`config.mk`:
```
export PLATFORM = sky130hd
export DESIGN_NAME = pkt_receiver_mc
export DESIGN_NICKNAME = d
export VERILOG_FILES = /design/src/rtl/pkt_rx_pkg.sv /design/src/rtl/pkt_receiver_mc_slice.sv /design/src/rtl/pkt_receiver_mc.sv
export SDC_FILE = /design/constraint.sdc
export NUM_CORES = 1
export LEC_CHECK = 0
export BUFFER_PORTS_ARGS = -buffer_cell sky130_fd_sc_hd__buf_2
export CAP_MARGIN = 20
export CORE_AREA = 2 2 243 245
export CTS_BUF_LIST = sky130_fd_sc_hd__clkbuf_4 sky130_fd_sc_hd__clkbuf_8 sky130_fd_sc_hd__clkbuf_16
export CTS_CLUSTER_DIAMETER = 50
export CTS_CLUSTER_SIZE = 25
export DETAILED_ROUTE_END_ITERATION = 10
export DIE_AREA = 0 0 245 247
export GPL_TIMING_DRIVEN = 0
export PLACE_DENSITY = 0.62
export SYNTH_ARGS = -nofsm -noshare
export SYNTH_HDL_FRONTEND = slang
export SYNTH_HIERARCHICAL = 1
export SYNTH_SLANG_ARGS = --single-unit
```
`constraint.sdc`:
```
create_clock -name clk -period 3 [get_ports clk]
set_clock_uncertainty 0.05 [all_clocks]
set_input_delay 0.3 -clock clk [delete_from_list [all_inputs] [get_ports clk]]
set_output_delay 0.3 -clock clk [all_outputs]
set_load 0.02 [all_outputs]
```
`src/rtl/pkt_rx_pkg.sv`:
```
// Shared definitions for the multicast packet receiver: packet field
// positions, reply header, decoded-field struct, reply FSM states and the
// packet parity helper.
package pkt_rx_pkg;

  localparam int unsigned PKT_W        = 72;
  localparam int unsigned SHORT_W      = 40;
  localparam int unsigned LNG_BIT      = 1;
  localparam int unsigned CFG_BIT      = 4;
  localparam int unsigned KEY_LSB      = 8;
  localparam int unsigned PLD_LSB      = 40;
  // Register address split: low bits index a register, upper bits pick a section
  localparam int unsigned REG_IDX_BITS = 4;

  // Reply header without its parity bit (bit 0)
  localparam logic [6:0] REPLY_HDR = 7'b001_1001;

  typedef struct packed {
    logic        lng;
    logic        cfg;
    logic [7:0]  hdr;
    logic [31:0] key;
    logic [31:0] pld;
  } pkt_fields_t;

  typedef enum logic [0:0] {
    ST_IDLE  = 1'b0,
    ST_REPLY = 1'b1
  } reply_state_t;

  function automatic pkt_fields_t pkt_decode(input logic [PKT_W-1:0] pkt);
    pkt_fields_t f;
    f.hdr = pkt[7:0];
    f.lng = pkt[LNG_BIT];
    f.cfg = pkt[CFG_BIT];
    f.key = pkt[KEY_LSB +: 32];
    f.pld = pkt[PLD_LSB +: 32];
    return f;
  endfunction

  // Parity over the bits actually present on the link (payload only if long)
  function automatic logic pkt_parity(input logic [PKT_W-1:0] pkt);
    return pkt[LNG_BIT] ? ^pkt : ^pkt[SHORT_W-1:0];
  endfunction

endpackage

```
`src/rtl/pkt_receiver_mc_slice.sv`:
```
// pkt_rx_slice: one-entry valid/ready register. Accepts when empty or when
// draining in the same cycle; data is held while valid and not ready.
module pkt_rx_slice #(
  parameter int unsigned W = 72
) (
  input  logic         clk,
  input  logic         reset,
  input  logic [W-1:0] in_data_i,
  input  logic         in_vld_i,
  output logic         in_rdy_o,
  output logic [W-1:0] out_data_o,
  output logic         out_vld_o,
  input  logic         out_rdy_i
);

  logic         vld_q, vld_d;
  logic [W-1:0] data_q, data_d;

  // Next-state: load on accept, clear valid on drain without refill
  always_comb begin
    in_rdy_o = !vld_q || out_rdy_i;
    vld_d    = vld_q;
    data_d   = data_q;
    if (in_rdy_o) begin
      vld_d = in_vld_i;
      if (in_vld_i) data_d = in_data_i;
    end
  end

  // Storage register with synchronous reset
  always_ff @(posedge clk) begin
    if (reset) begin
      vld_q  <= 1'b0;
      data_q <= '0;
    end else begin
      vld_q  <= vld_d;
      data_q <= data_d;
    end
  end

  assign out_vld_o  = vld_q;
  assign out_data_o = data_q;

endmodule

```
`src/rtl/pkt_receiver_mc.sv`:
```
// pkt_receiver_mc: buffers multicast packets, steers peripheral packets to
// one of NUM_PER output slices by key bits, turns config packets into
// register writes or diagnostic-counter reply packets.
// Optional: define PKT_RX_PARITY_CHECK_EN to drop packets with even parity.
import pkt_rx_pkg::*;

module pkt_receiver_mc #(
  parameter int unsigned PKT_BITS     = 72,
  parameter int unsigned NUM_PER      = 2,
  parameter int unsigned SEL_LSB      = 16,
  parameter int unsigned REG_ADR_BITS = 8,
  parameter int unsigned NUM_DCREGS   = 8,
  parameter int unsigned DCCNT_SEC    = 1,
  parameter logic [31:0] BAD_REG      = 32'hdead_beef
) (
  input  logic                        clk,
  input  logic                        reset,
  input  logic [PKT_BITS-1:0]         pkt_data_in,
  input  logic                        pkt_vld_in,
  output logic                        pkt_rdy_out,
  input  logic [32*NUM_DCREGS-1:0]    reg_ctr_in,
  input  logic [31:0]                 reply_key_in,
  output logic [REG_ADR_BITS-1:0]     prx_addr_out,
  output logic [31:0]                 prx_wdata_out,
  output logic                        prx_en_out,
  output logic [PKT_BITS-1:0]         dcp_data_out,
  output logic                        dcp_vld_out,
  input  logic                        dcp_rdy_in,
  output logic [NUM_PER*PKT_BITS-1:0] per_data_out,
  output logic [NUM_PER-1:0]          per_vld_out,
  input  logic [NUM_PER-1:0]          per_rdy_in,
  output logic [1:0]                  prx_cnt_out,
  output logic                        prx_drop_out
);

  localparam int unsigned CH_BITS  = (NUM_PER > 1) ? $clog2(NUM_PER) : 1;
  localparam int unsigned SEC_BITS = REG_ADR_BITS - REG_IDX_BITS;

  logic [PKT_BITS-1:0]     head_data;
  logic                    head_vld, head_disp;
  pkt_fields_t             hf;
  logic [CH_BITS-1:0]      ch;
  logic                    ch_ok, ch_rdy, par_ok;
  logic [NUM_PER-1:0]      per_in_rdy, per_in_vld;
  logic                    per_disp, wr_disp, rd_disp, drop;
  logic [REG_ADR_BITS-1:0] offset;
  logic [31:0]             rpl_key, rpl_pld;
  logic [PKT_BITS-1:0]     rpl_pkt;
  reply_state_t            state_q, state_d;
  logic [PKT_BITS-1:0]     reply_q, reply_d;
  logic [REG_ADR_BITS-1:0] addr_q, addr_d;
  logic [31:0]             wdata_q, wdata_d;
  logic                    en_q;
  logic                    unused_fields;

  pkt_rx_slice #(.W(PKT_BITS)) u_head (
    .clk        (clk),
    .reset      (reset),
    .in_data_i  (pkt_data_in),
    .in_vld_i   (pkt_vld_in),
    .in_rdy_o   (pkt_rdy_out),
    .out_data_o (head_data),
    .out_vld_o  (head_vld),
    .out_rdy_i  (head_disp)
  );

`ifdef PKT_RX_PARITY_CHECK_EN
  assign par_ok = pkt_parity(head_data);
`else
  assign par_ok = 1'b1;
`endif

  assign unused_fields = ^{hf.hdr, hf.key};

  // Decode head packet and resolve the target channel's readiness
  always_comb begin
    hf     = pkt_decode(head_data);
    ch     = '0;
    if (NUM_PER > 1) ch = hf.key[SEL_LSB +: CH_BITS];
    ch_ok  = 1'b0;
    ch_rdy = 1'b0;
    for (int unsigned i = 0; i < NUM_PER; i++) begin
      if (ch == CH_BITS'(i)) begin
        ch_ok  = 1'b1;
        ch_rdy = per_in_rdy[i];
      end
    end
  end

  // Dispatch decision for the head packet; at most one class fires per cycle
  always_comb begin
    per_disp = 1'b0;
    wr_disp  = 1'b0;
    rd_disp  = 1'b0;
    drop     = 1'b0;
    if (head_vld && !reset) begin
      if (!par_ok)        drop     = 1'b1;
      else if (!hf.cfg) begin
        if (!ch_ok)       drop     = 1'b1;
        else              per_disp = ch_rdy;
      end
      else if (hf.lng)    wr_disp  = 1'b1;
      else                rd_disp  = (state_q == ST_IDLE) || dcp_rdy_in;
    end
    head_disp = drop || per_disp || wr_disp || rd_disp;
  end

  for (genvar g = 0; g < NUM_PER; g++) begin : g_per
    assign per_in_vld[g] = per_disp && (ch == CH_BITS'(g));

    pkt_rx_slice #(.W(PKT_BITS)) u_slice (
      .clk        (clk),
      .reset      (reset),
      .in_data_i  (head_data),
      .in_vld_i   (per_in_vld[g]),
      .in_rdy_o   (per_in_rdy[g]),
      .out_data_o (per_data_out[g*PKT_BITS +: PKT_BITS]),
      .out_vld_o  (per_vld_out[g]),
      .out_rdy_i  (per_rdy_in[g])
    );
  end

  // Reply packet formed from the read offset; missing counters read BAD_REG
  always_comb begin
    offset  = hf.key[REG_ADR_BITS-1:0];
    rpl_pld = BAD_REG;
    if (offset[REG_ADR_BITS-1:REG_IDX_BITS] == SEC_BITS'(DCCNT_SEC)) begin
      for (int unsigned i = 0; i < NUM_DCREGS; i++) begin
        if (offset[REG_IDX_BITS-1:0] == REG_IDX_BITS'(i)) rpl_pld = reg_ctr_in[32*i +: 32];
      end
    end
    rpl_key = reply_key_in | 32'(offset);
    rpl_pkt = PKT_BITS'({rpl_pld, rpl_key, REPLY_HDR, ^{rpl_key, rpl_pld}});
  end

  // Reply FSM next state; a drain in REPLY may reload back-to-back
  always_comb begin
    state_d = state_q;
    reply_d = reply_q;
    case (state_q)
      ST_IDLE:  if (rd_disp) state_d = ST_REPLY;
      ST_REPLY: if (dcp_rdy_in) state_d = rd_disp ? ST_REPLY : ST_IDLE;
      default:  state_d = ST_IDLE;
    endcase
    if (rd_disp) reply_d = rpl_pkt;
  end

  // Register-write capture; address and data hold between writes
  always_comb begin
    addr_d  = addr_q;
    wdata_d = wdata_q;
    if (wr_disp) begin
      addr_d  = hf.key[REG_ADR_BITS-1:0];
      wdata_d = hf.pld;
    end
  end

  // State, reply and register-write registers
  always_ff @(posedge clk) begin
    if (reset) begin
      state_q <= ST_IDLE;
      reply_q <= '0;
      addr_q  <= '0;
      wdata_q <= '0;
      en_q    <= 1'b0;
    end else begin
      state_q <= state_d;
      reply_q <= reply_d;
      addr_q  <= addr_d;
      wdata_q <= wdata_d;
      en_q    <= wr_disp;
    end
  end

  assign dcp_vld_out   = (state_q == ST_REPLY);
  assign dcp_data_out  = reply_q;
  assign prx_addr_out  = addr_q;
  assign prx_wdata_out = wdata_q;
  assign prx_en_out    = en_q;
  assign prx_cnt_out   = {wr_disp || rd_disp, per_disp};
  assign prx_drop_out  = drop;

endmodule

```
# Yosys cells after proc, flatten, opt, wreduce, memory -nomap -nowiden
# Index checks and enable logic that the tools add are counted.
# totals
regBits,329
out_inout_bits,264
wordCells,62
# classes
eq_ne,8
mux,21
bitwise_logic,3
reduce_logical,19
# ops
cell,n
32-bit 2-to-1 mux,9
64-bit parity,1
32-bit by 8-bit bitwise OR with 32-bit output,1
4-bit by 3-bit equality test with 1-bit output (second input constant),4
1-bit 2-to-1 mux,11
4-bit by 1-bit equality test with 1-bit output (second input constant),2
4-bit by 2-bit equality test with 1-bit output (second input constant),2
1-bit logical OR,7
2-bit AND reduction,3
1-bit zero test,4
4-bit zero test,1
1-bit logical AND,3
1-bit NOT,2
1-bit case mux with 2 select lines,1

# Logic depth before layout (Yosys ltp)
# logic_depth
ltp_word,11
depth_mapped,17
ltp_nobuf,10

# Cells and area by module
# Netlist, hierarchy kept.
# by_module_without_submodules
module,instances,cells_per_inst,area_each_um2,seq_area_each_um2
pkt_rx_slice,3,332,3410.8,1461.4
pkt_receiver_mc,1,854,6900.4,2162.1

# Worst setup path before layout
# Ideal clock, no wire load.
# synth_timing
path_type,reg2reg
startpoint,register u_head.data_q[8] (netlist: u_head/out_data_o[8])
endpoint,register reply_q[0] (netlist: dcp_data_out[0])
arrival_ps,3036
required_time_ps,2822
slack_ps,-213
stages_incl_launch_ff,12
path_buffers,1
synth_period_minus_slack_ps,3213
path_cell_list,dfxtp_1 -> buf_6 -> mux4_2 -> a22oi_1 -> nand4_1 -> xor2_1 -> xnor3_1 -> xnor3_1 -> xnor3_1 -> xnor3_1 -> xnor3_1 -> o21ai_1
# synth_between
elab_chain_len,11
word_cells_on_any_way,19
classes_between,eq/ne: 7; mux: 9; bitwise: 1; reduce/logical: 2
# synth_rtl
element,line_no,text
"start, declared",pkt_receiver_mc_slice.sv:17,"logic [W-1:0] data_q, data_d;"
"start signal, assigned",pkt_receiver_mc_slice.sv:37,data_q <= data_d;
4-bit zero test,pkt_receiver_mc.sv:129,if (offset[REG_IDX_BITS-1:0] == REG_IDX_BITS'(i)) rpl_pld = reg_ctr_in[32*i +: 32];
32-bit 2-to-1 mux (8 in a row),pkt_receiver_mc.sv:129,
32-bit 2-to-1 mux,pkt_receiver_mc.sv:127,if (offset[REG_ADR_BITS-1:REG_IDX_BITS] == SEC_BITS'(DCCNT_SEC)) begin
64-bit parity *,pkt_receiver_mc.sv:133,"rpl_pkt = PKT_BITS'({rpl_pld, rpl_key, REPLY_HDR, ^{rpl_key, rpl_pld}});"
"end signal, assigned",pkt_receiver_mc.sv:168,reply_q <= reply_d;
"end, declared",pkt_receiver_mc.sv:50,"logic [PKT_BITS-1:0] reply_q, reply_d;"
# Every way passes the cells marked *; elsewhere a longest branch is shown, timed or not.
# A chain may end at the register's enable or synchronous reset.

# Worst setup path after layout
# Same ends and word-level chain as after synthesis.

==> results.md <==
- Failing checks: negative setup slack
- Data arrival, critical path: 3.83 ns
- Area growth from synthesis to layout: 42.23%
- Crit Path Max Fanout: 7
- Die area: 0.06052 mm2
- Status: complete, but fails checks
- Overall die height: 247 um
- CP required: 3.37 ns
- Gpl congestion: 1.002
- Fin nets: 3015
- Max-Cap Viols: 0
- Largest net degree at the start of global routing: 20
- Clk root buf: clkbuf_16
- Final Hold Vio Count: 0
- Initial antenna violation count: 28
- Vias in the first global route: 17490
- Share of cells above drive strength 1: 0.4342
- Via count: 17900
- Final period utilization: 1.154
- Maximum clock insertion buffer count: 3
- Post-Synthesis Cells: 1850
- DP Cell Count: 3249
- Worst min path class: primary input to flop
- Yosys warns: 6
- Die extent in x: 245 um
- Detailed Route Iter0 Violations: 1300
- CTS tree: yes
- Synthesized area: 0.01713 mm2
- Peak supply drop: 0.0003768 V
- Core Box Area: 0.05824 mm2
- Crit path kind: flop to flop
- DRT antenna net count: 0
- Port bufs: 622
- Via density: 5.167
- CTS H-Tree Depth: 2
- Residual DRC count: 0
- Fillers: 5831
- Slew Limit Fails: 0
- Fin cells: 3464
- Clock Latency Late Sink: 0.56 ns
- Multi-input gate area: 0.009727 mm2
- RSZ-0062 raised after global routing: yes
- # clock sinks: 327
- Pleak: 9.958 nW
- Synth unique cells: 73
- GR Overflow Total: 0
- Routed WL per cell: 24.18 um
- Total Power: 11.61 mW
- Setup crit end kind: flop
- Total CTS buffers: 37
- FFs w/ async S/R, synth: 0
- Startpoint class of the critical path: flop
- Post-DP HPWL: 65.32 mm
- Io pins: 630
- Detailed Route WL: 83.76 mm
- Fmax achieved: 0.2889 GHz
- Clk pin slew, worst setup/hold paths: 0.07 ns
- GRT Util Overall: 0.2646
- Num rows: 89
- Syn Area/Cell: 9.261 um2
- First-pass GRT wire length: 118.3 mm
- Final core occ: 0.4184
- Measured slew at the worst slew-check pin: 0.9263 ns
- FF+latch area: 0.006568 mm2
- Top_reg_cell synth: dfxtp_1
- Number of synthesized flops with an enable pin: 0
- Initial Utilization: 0.2942
- Pwr Density: 476.6 mW/mm2
- Sequential area share after synthesis: 0.3821
- Max-slew headroom: 0.3825
- 1st-pass router iterations: 5
- Register bit total from synthesis: 327
- Post-layout worst setup margin: -0.4609 ns
- Min Tclk post-route: 3.461 ns
- Endpoints failing setup: 1
[power by group]
part           internal [mW]  switching (mW)  total [mW]
Clock                   2.76            2.07        4.83
Sequential              4.43           0.103        4.54
Combinational           1.07            1.18        2.25
Total                   8.26            3.35        11.6
[state kept, by name (all words and copies together) (netlist names)]
| register | count |
|---|---|
| prx_en_out | 1 |
| g_per.u_slice/out_data_o | 144 |
| dcp_vld_out | 1 |
| prx_wdata_out | 32 |
| dcp_data_out | 66 |
| u_head/out_data_o | 72 |
| u_head/out_vld_o | 1 |
| g_per.u_slice/out_vld_o | 2 |
| prx_addr_out | 8 |
[cells in the mapped netlist, drive strengths merged, types with 21 or more instances]
cell type,n,area (um2)
clkbuf,86,322.8
a21oi,312,2305
nand2,170,638.1
mux2i,21,210.2
o21ai,23,115.1
nor2,85,319.1
a211oi,23,187.7
buf,112,839.6
dfxtp,327,6546
a21bo,216,2162
nand3,227,1136
xnor2,36,315.3
[timing repair]
item	in CTS	in global routing
pin swaps	20	13
setup endpoints to repair	13	4
endpoints found under the hold margin	95	0
gates resized for setup	94	32
hold buffers	95	0
gates cloned	0	1
setup buffers	23	18
[layer usage]
layer	vias to the layer above	track usage	part of all wire
met4	20	0.09146	0.036
met2	890	0.4312	0.46
met1	8579	0.3448	0.42
met5	-	0	0.0016
li1	8223	-	-
met3	187	0.05752	0.089
[path summary, 6_finish.rpt]
| kind | cells after the start | start | slack [ns] | to |
|---|---|---|---|---|
| worst min register to register | 2 | prx_wdata_out[21]$_SDFFE_PP0P_ | 0.40 | prx_wdata_out[21]$_SDFFE_PP0P_ |
| worst max register to register | 14 | u_head/out_data_o[8]$_SDFFE_PP0P_ | -0.46 | dcp_data_out[0]$_SDFFE_PP0P_ |
| worst max-delay path | 14 | u_head/out_data_o[8]$_SDFFE_PP0P_ | -0.46 | dcp_data_out[0]$_SDFFE_PP0P_ |
| worst min-delay path | 3 | pkt_data_in[69] | 0.06 | u_head/out_data_o[69]$_SDFFE_PP0P_ |
[logic make-up (layout without fill, tap and decap cells)]
group / Yosys count / count (layout) / synth area share
AO/OA/AOI/OAI: 661 / 661 / 0.3194
XOR/XNOR: 53 / 53 / 0.03272
buffers and inverters: 211 / 1033 / 0.07069
flip-flops: 327 / 327 / 0.3821
multiplexers: 56 / 56 / 0.04776
other: 1 / 20 / 0.0002189
AND/OR/NAND/NOR: 541 / 541 / 0.1472
[per-stage QoR]
stage / setup TNS (ns) / hold slack [ns] / worst slack (ns) / instance area (um2)
floorplan: -0.1055 / 0.3860 / -0.1055 / 17170
CTS: -0.4158 / 0.01355 / -0.4158 / 24030
finish: -0.4609 / 0.06283 / -0.4609 / 24370
detailed placement: -5.211 / 0.3935 / -1.687 / 21250
global route: -0.5423 / 0.04239 / -0.5423 / 24340
global placement: -5.354 / 0.3879 / -1.662 / 21250
[critical path, cell delays in order (launching register included)]
cell     delay, ns
dfxtp_4       0.38
buf_12        0.12
buf_12        0.11
buf_12        0.12
mux4_2        0.51
nand2_2       0.12
nand4_1       0.12
buf_6         0.16
xnor2_4       0.13
xnor2_2       0.24
xnor3_1       0.48
xnor2_2       0.15
xnor3_1       0.35
xnor3_1       0.23
o21ai_1       0.06
[cells in the final DEF, fill, tap and decap left out, drive strengths merged, types with 4 or more instances in the layout]
master and count:
bufinv 4, mux4 19, a21oi 312, o22ai 13, a21bo 216, o221ai 4, clkinv 9, nor2b 4
a22oi 10, and3b 5, a221oi 10, o21a 4, a211oi 23, a31oi 7, buf 774, o211ai 4
clkbuf 128, nor2 85, dlygate4sd3 95, conb 5, mux2i 21, nand3 227, nand2 170, nand2b 14
xnor2 36, diode 15, xor2 10, mux2 16, inv 19, dfxtp 327, a2111oi 5, o21ai 23
xnor3 7, clkinvlp 4, a211o 4, nor3 16
[cell type report]
type,instances,area share
well taps,773,0.03969
plain buffers,195,0.05335
diodes,15,0.001540
inverters,13,0.002156
clock inverters,23,0.01243
multi-input cells,1316,0.3992
repair buffers,759,0.1821
flip-flops and latches,327,0.2695
clock buffers,43,0.04010
Note: power is estimated with default switching activity, not from simulation.
